==> src/rtl/countdown_clock_pkg.sv <==
// Shared game definitions for the countdown timer: FSM states, time-width
// constants and the difficulty-to-budget lookup.
package countdown_clock_pkg;

  typedef enum logic [1:0] {
    IDLE    = 2'd0,
    RUN     = 2'd1,
    EXPIRED = 2'd2
  } state_e;

  localparam int SEC_PER_MIN = 60;
  localparam int REM_W       = 11;

  // Budget in seconds for a difficulty; difficulties 2 and 3 share the hard budget.
  function automatic logic [REM_W-1:0] limit_for(
    input logic [1:0]       difficulty,
    input logic [REM_W-1:0] lim_easy,
    input logic [REM_W-1:0] lim_med,
    input logic [REM_W-1:0] lim_hard
  );
    logic [REM_W-1:0] lim_s;
    case (difficulty)
      2'd0:    lim_s = lim_easy;
      2'd1:    lim_s = lim_med;
      2'd2:    lim_s = lim_hard;
      default: lim_s = lim_hard;
    endcase
    return lim_s;
  endfunction

endpackage

==> src/rtl/countdown_clock_sec_to_min_sec.sv <==
// Combinational split of an 11-bit seconds count into minutes and seconds.
// Reused by the display path for the stopwatch value as well.
module sec_to_min_sec
  import countdown_clock_pkg::*;
(
  input  logic [REM_W-1:0] total_i,
  output logic [4:0]       minutes_o,
  output logic [5:0]       seconds_o
);

  // Constant division by 60; inputs up to 1919 keep minutes within 5 bits.
  always_comb begin
    minutes_o = 5'(total_i / 11'(SEC_PER_MIN));
    seconds_o = 6'(total_i % 11'(SEC_PER_MIN));
  end

endmodule

==> src/rtl/countdown_clock.sv <==
// Per-game countdown timer. Loads a difficulty-dependent budget on a start
// edge, counts down once per tick while playing, charges a penalty for each
// new mistake and flags warning/expiry. All outputs are registered and are
// derived from the next-state value so they always agree with each other.
module countdown_clock
  import countdown_clock_pkg::*;
#(
  parameter int LIMIT_EASY_S = 900,
  parameter int LIMIT_MED_S  = 600,
  parameter int LIMIT_HARD_S = 300,
  parameter int PENALTY_S    = 30,
  parameter int WARN_S       = 60
) (
  input  logic        clk_1Hz,
  input  logic        reset,
  input  logic        start,
  input  logic [1:0]  difficulty,
  input  logic        playing_condition,
  input  logic [3:0]  mistakes,
  output logic [10:0] remaining,
  output logic [4:0]  minutes,
  output logic [5:0]  seconds,
  output logic        warning,
  output logic        expired
);

  state_e           state_q, state_d;
  logic             start_q;
  logic [3:0]       mistakes_q, mistakes_d;
  logic [REM_W-1:0] remaining_q, remaining_d;
  logic [4:0]       minutes_q, minutes_d;
  logic [5:0]       seconds_q, seconds_d;
  logic             warning_q, warning_d;
  logic             expired_q, expired_d;
  logic             start_edge_s;
  logic [12:0]      delta_s;
  logic [12:0]      dec_s;

  assign start_edge_s = start & ~start_q;

  // Next-state logic: start edge first, then per-state countdown behaviour.
  always_comb begin
    state_d     = state_q;
    mistakes_d  = mistakes_q;
    remaining_d = remaining_q;
    // Only an increase in the mistake count is charged; a decrease just rebases.
    if (mistakes > mistakes_q) begin
      delta_s = 13'(mistakes - mistakes_q);
    end else begin
      delta_s = 13'd0;
    end
    dec_s = (playing_condition ? 13'd1 : 13'd0) + delta_s * 13'(PENALTY_S);

    if (start_edge_s) begin
      remaining_d = limit_for(difficulty, 11'(LIMIT_EASY_S), 11'(LIMIT_MED_S),
                              11'(LIMIT_HARD_S));
      mistakes_d  = mistakes;
      state_d     = RUN;
    end else begin
      case (state_q)
        IDLE: begin
          state_d = IDLE;
        end
        RUN: begin
          mistakes_d = mistakes;
          if (dec_s == 13'd0) begin
            remaining_d = remaining_q;
          end else if (dec_s >= {2'b00, remaining_q}) begin
            remaining_d = 11'd0;
            state_d     = EXPIRED;
          end else begin
            remaining_d = remaining_q - dec_s[REM_W-1:0];
          end
        end
        EXPIRED: begin
          remaining_d = 11'd0;
        end
        default: begin
          state_d     = IDLE;
          remaining_d = 11'd0;
        end
      endcase
    end

    if ((state_d == RUN) && (remaining_d != 11'd0) && (remaining_d <= 11'(WARN_S))) begin
      warning_d = 1'b1;
    end else begin
      warning_d = 1'b0;
    end
    expired_d = (state_d == EXPIRED);
  end

  sec_to_min_sec u_split (
    .total_i   (remaining_d),
    .minutes_o (minutes_d),
    .seconds_o (seconds_d)
  );

  // State and registered outputs, asynchronously cleared by reset.
  always_ff @(posedge clk_1Hz or posedge reset) begin
    if (reset) begin
      state_q     <= IDLE;
      start_q     <= 1'b0;
      mistakes_q  <= 4'd0;
      remaining_q <= 11'd0;
      minutes_q   <= 5'd0;
      seconds_q   <= 6'd0;
      warning_q   <= 1'b0;
      expired_q   <= 1'b0;
    end else begin
      state_q     <= state_d;
      start_q     <= start;
      mistakes_q  <= mistakes_d;
      remaining_q <= remaining_d;
      minutes_q   <= minutes_d;
      seconds_q   <= seconds_d;
      warning_q   <= warning_d;
      expired_q   <= expired_d;
    end
  end

  assign remaining = remaining_q;
  assign minutes   = minutes_q;
  assign seconds   = seconds_q;
  assign warning   = warning_q;
  assign expired   = expired_q;

endmodule
==> config.mk <==
export PLATFORM = sky130hd
export DESIGN_NAME = countdown_clock
export DESIGN_NICKNAME = d
export VERILOG_FILES = /design/src/rtl/countdown_clock_pkg.sv /design/src/rtl/countdown_clock_sec_to_min_sec.sv /design/src/rtl/countdown_clock.sv
export SDC_FILE = /design/constraint.sdc
export NUM_CORES = 1
export LEC_CHECK = 0
export CAP_MARGIN = 20
export CORE_ASPECT_RATIO = 1.4
export CORE_MARGIN = 2
export CORE_UTILIZATION = 38
export DETAILED_ROUTE_END_ITERATION = 10
export GPL_TIMING_DRIVEN = 1
export PLACE_DENSITY = 0.57
export SLEW_MARGIN = 0
export SYNTH_ARGS = -nofsm -noshare
export SYNTH_HDL_FRONTEND = slang
export SYNTH_SLANG_ARGS = --single-unit
export TNS_END_PERCENT = 50
==> constraint.sdc <==
create_clock -name clk_1Hz -period 10.5 [get_ports clk_1Hz]
set_input_delay 2.625 -clock clk_1Hz [delete_from_list [all_inputs] [get_ports clk_1Hz]]
set_output_delay 2.625 -clock clk_1Hz [all_outputs]
set_load 0.03 [all_outputs]
==> results of run 1 <==
-- flip-flops by register name (all words and copies together) (netlist names) --
signal / cells
remaining: 9
start_q: 1
state_q: 2
warning: 1
seconds: 6
mistakes_q: 4
expired: 1
minutes: 5
-- repair_timing --
action	4_1_cts	5_1_grt
resized for setup	0	12
endpoints found under the setup margin	0	4
hold buffers	0	0
-- final timing paths --
path,depth (start not counted),slack [ns],from,end
max in group asynchronous,3,7.49,reset,start_q
setup / recovery,32,0.48,mistakes[0],seconds[4]
hold / removal,2,0.49,mistakes_q[0],mistakes_q[0]
min in group asynchronous,3,2.73,reset,seconds[2]
setup reg to reg,31,2.84,mistakes_q[1],seconds[4]
hold reg to reg,2,0.49,mistakes_q[0],mistakes_q[0]
-- Yosys cell counts (all sizes together) (3+ instances only) --
library cell  count  area, um^2
a211oi            9       77.57
a21boi            3       22.52
a21o              5       37.54
a21oi            28       162.7
a22oi             4       30.03
a31oi             7       43.79
and2              8       52.55
and3              3       23.77
buf               8       82.57
clkbuf            4       25.02
dfrtp            29       725.7
fa                9       180.2
ha               37       462.9
inv              49       188.9
mux2              5       60.05
mux2i             3       33.78
nand2            40       157.6
nand2b            8       52.55
nand3            15       92.59
nand4             6       43.79
nor2             34       135.1
nor2b             7       43.79
nor3             10       60.06
nor4              4       31.28
o211ai            6       45.04
o21a              6       53.80
o21ai            23       130.1
o221ai            4       41.29
o31ai             4       43.79
o41ai             4       68.82
or2               3       18.77
xnor2             7       61.31
xor2              4       35.03
-- metrics by stage --
stage	util, %	area, um^2	setup TNS, ns	worst slack [ns]	cells
6_report	48.42	4606	0	0.4774	631
2_1_floorplan	-	3741	0	0.4431	431
3_5_place_dp	46.49	4422	-0.04749	-0.04749	623
4_1_cts	47.99	4564	0	0.2074	631
5_1_grt	48.42	4606	-0.0006155	-0.0006155	631
3_3_place_gp	46.49	4422	0	0.06532	623
-- routing by layer --
metal | GRT usage [%] | vias to the layer above
li1 | - | 1686
met3 | 1.633 | 23
met2 | 37.59 | 63
met5 | 0 | -
met4 | 10.19 | 0
met1 | 21.51 | 1651
-- worst register-to-register path: cells and delay by family (launching register included) --
family / cells / cell delay [ns]
compound gates: 14 / 3.07
fa+ha+maj: 5 / 1.84
simple gates: 9 / 1.63
flops: 1 / 0.41
mux: 1 / 0.35
buf+inv: 2 / 0.23
-- cell families after synthesis --
family                     after synthesis  share of synthesized area (%)
buffers and inverters                   61                          7.926
muxes                                    8                          2.508
AOI/OAI and AO/OA                      127                          28.63
and+or+nand+nor                        149                          21.77
adders and majority gates               46                          17.19
DFF                                     29                          19.40
xor gates and xnor gates                11                          2.575
-- layout make-up --
| class | instances | area [um^2] |
|---|---|---|
| inverters | 49 | 188.9 |
| multi-input cells | 341 | 2760 |
| repair buffers | 72 | 623.1 |
| flip-flops and latches | 29 | 725.7 |
| clock inverters | 3 | 17.52 |
| clock buffers | 5 | 125.1 |
| fillers | 946 | 4906 |
| well taps | 132 | 165.2 |
==> run metrics, run 1 <==
die area=roughly 11000 um^2; Total GRT Usage=19.97%; GRT overflow=0; Clock Pin Slew Worst Setup and Hold Paths=about 0.050 ns; Hold WS=between 0.4 and 0.5 ns; mean area per synthesized cell=8.680 um^2; final worst clock skew=0.004491 ns; Row Count=42; CP Class=input port to register; most common flop cell mapped by yosys=dfrtp_1; Clock Latency Late Sink=between 0.2 and 0.3 ns; EDFF count, synth=0; DR vias/cell=5.425; CP bufs+invs=3; DIE HEIGHT=approximately 120 um; number of global-route vias before repair=around 3500; wire length on met3=approximately 190 um; CP max FO=6; hpwl dp=between 8 and 9 mm; WL met1=roughly 4.0 mm; Setup crit end kind=register; register area share after synthesis=between 10% and 20%; most frequent cells in the layout=42 x inv_1, 39 x nand2_1, 39 x buf_4, 37 x ha_1, 33 x clkdlybuf4s50_1; Synth Warn #=0; DIE WIDTH=just under 90 um; async set or reset register ratio after synthesis=100.0%; share of cells above drive strength 1=~22%; Yosys reg bits=29; fmax=approximately 0.1 GHz; Pins Over Slew Limit=0; Clock Path Buffers=2; Post-Synthesis Cells=431; core area=roughly 9500 um^2; CP arrival=between 10 and 15 ns; first-pass GRT wire length=16.65 mm; cell mode on critical path=ha_1; max_cap viols=0; IO Pins=34; initial drt markers=100; final hold viol count=0; CP Data Required Time=approximately 11 ns; Worst Max-Slew Pin Slew=about 1.1 ns; GP Congestion=0.9291; Cell Area, Synth=about 3700 um^2; startpoint types=input port; initial core utilization=between 30% and 40%; commonest non-fill, non-tap cell in the layout=inv_1; Post-Route WL=between 10 and 15 mm; CTS H-tree depth=2; number of setup violations in the final report=0; relative slew slack=29.21%; ANT nets after route=0; # diodes=0; Top Family by Delay on Critical Path=compound AO/OA/AOI/OAI gates; DRT Pass-1 Iters=4; critical path's largest stage delay=approximately 0.50 ns; Post-Syn Nets=487; post-CTS setup buffer count=0; # port buffers=33; pin count of the biggest net entering global routing=30; via count=3423; DRC viols=0; Nets=~550; slowest stage cell, crit path=fa_1; WL/cell=16.13 um; Sink Count=29; Clock Root Buffer=clkbuf_16; TritonCTS buffer count=5; met2 wire length=5.687 mm; Tmin final=between 10 and 15 ns; final worst-path cycle share=a little over nine tenths; Unique masters post-synth=92; Area Overhead vs Synth=23.11%; worst min-delay path category=register to register; TritonCTS clock tree=done; initial antenna violation count=0; status=finished, final reports clean; Top Layer Used=met4
Power of run 1 is left out: the tool's default activity adds up to more than one toggle a clock period on the data nets, which glitch-free logic cannot reach.
==> run 2, diff against run 1 <==
Settings changed: GPL_ROUTABILITY_DRIVEN from default to 1.
==> results of run 2 <==
Same layout as run 1: the final DEF is identical, and so are final timing and power.
Power of run 2 is left out for the same reason.
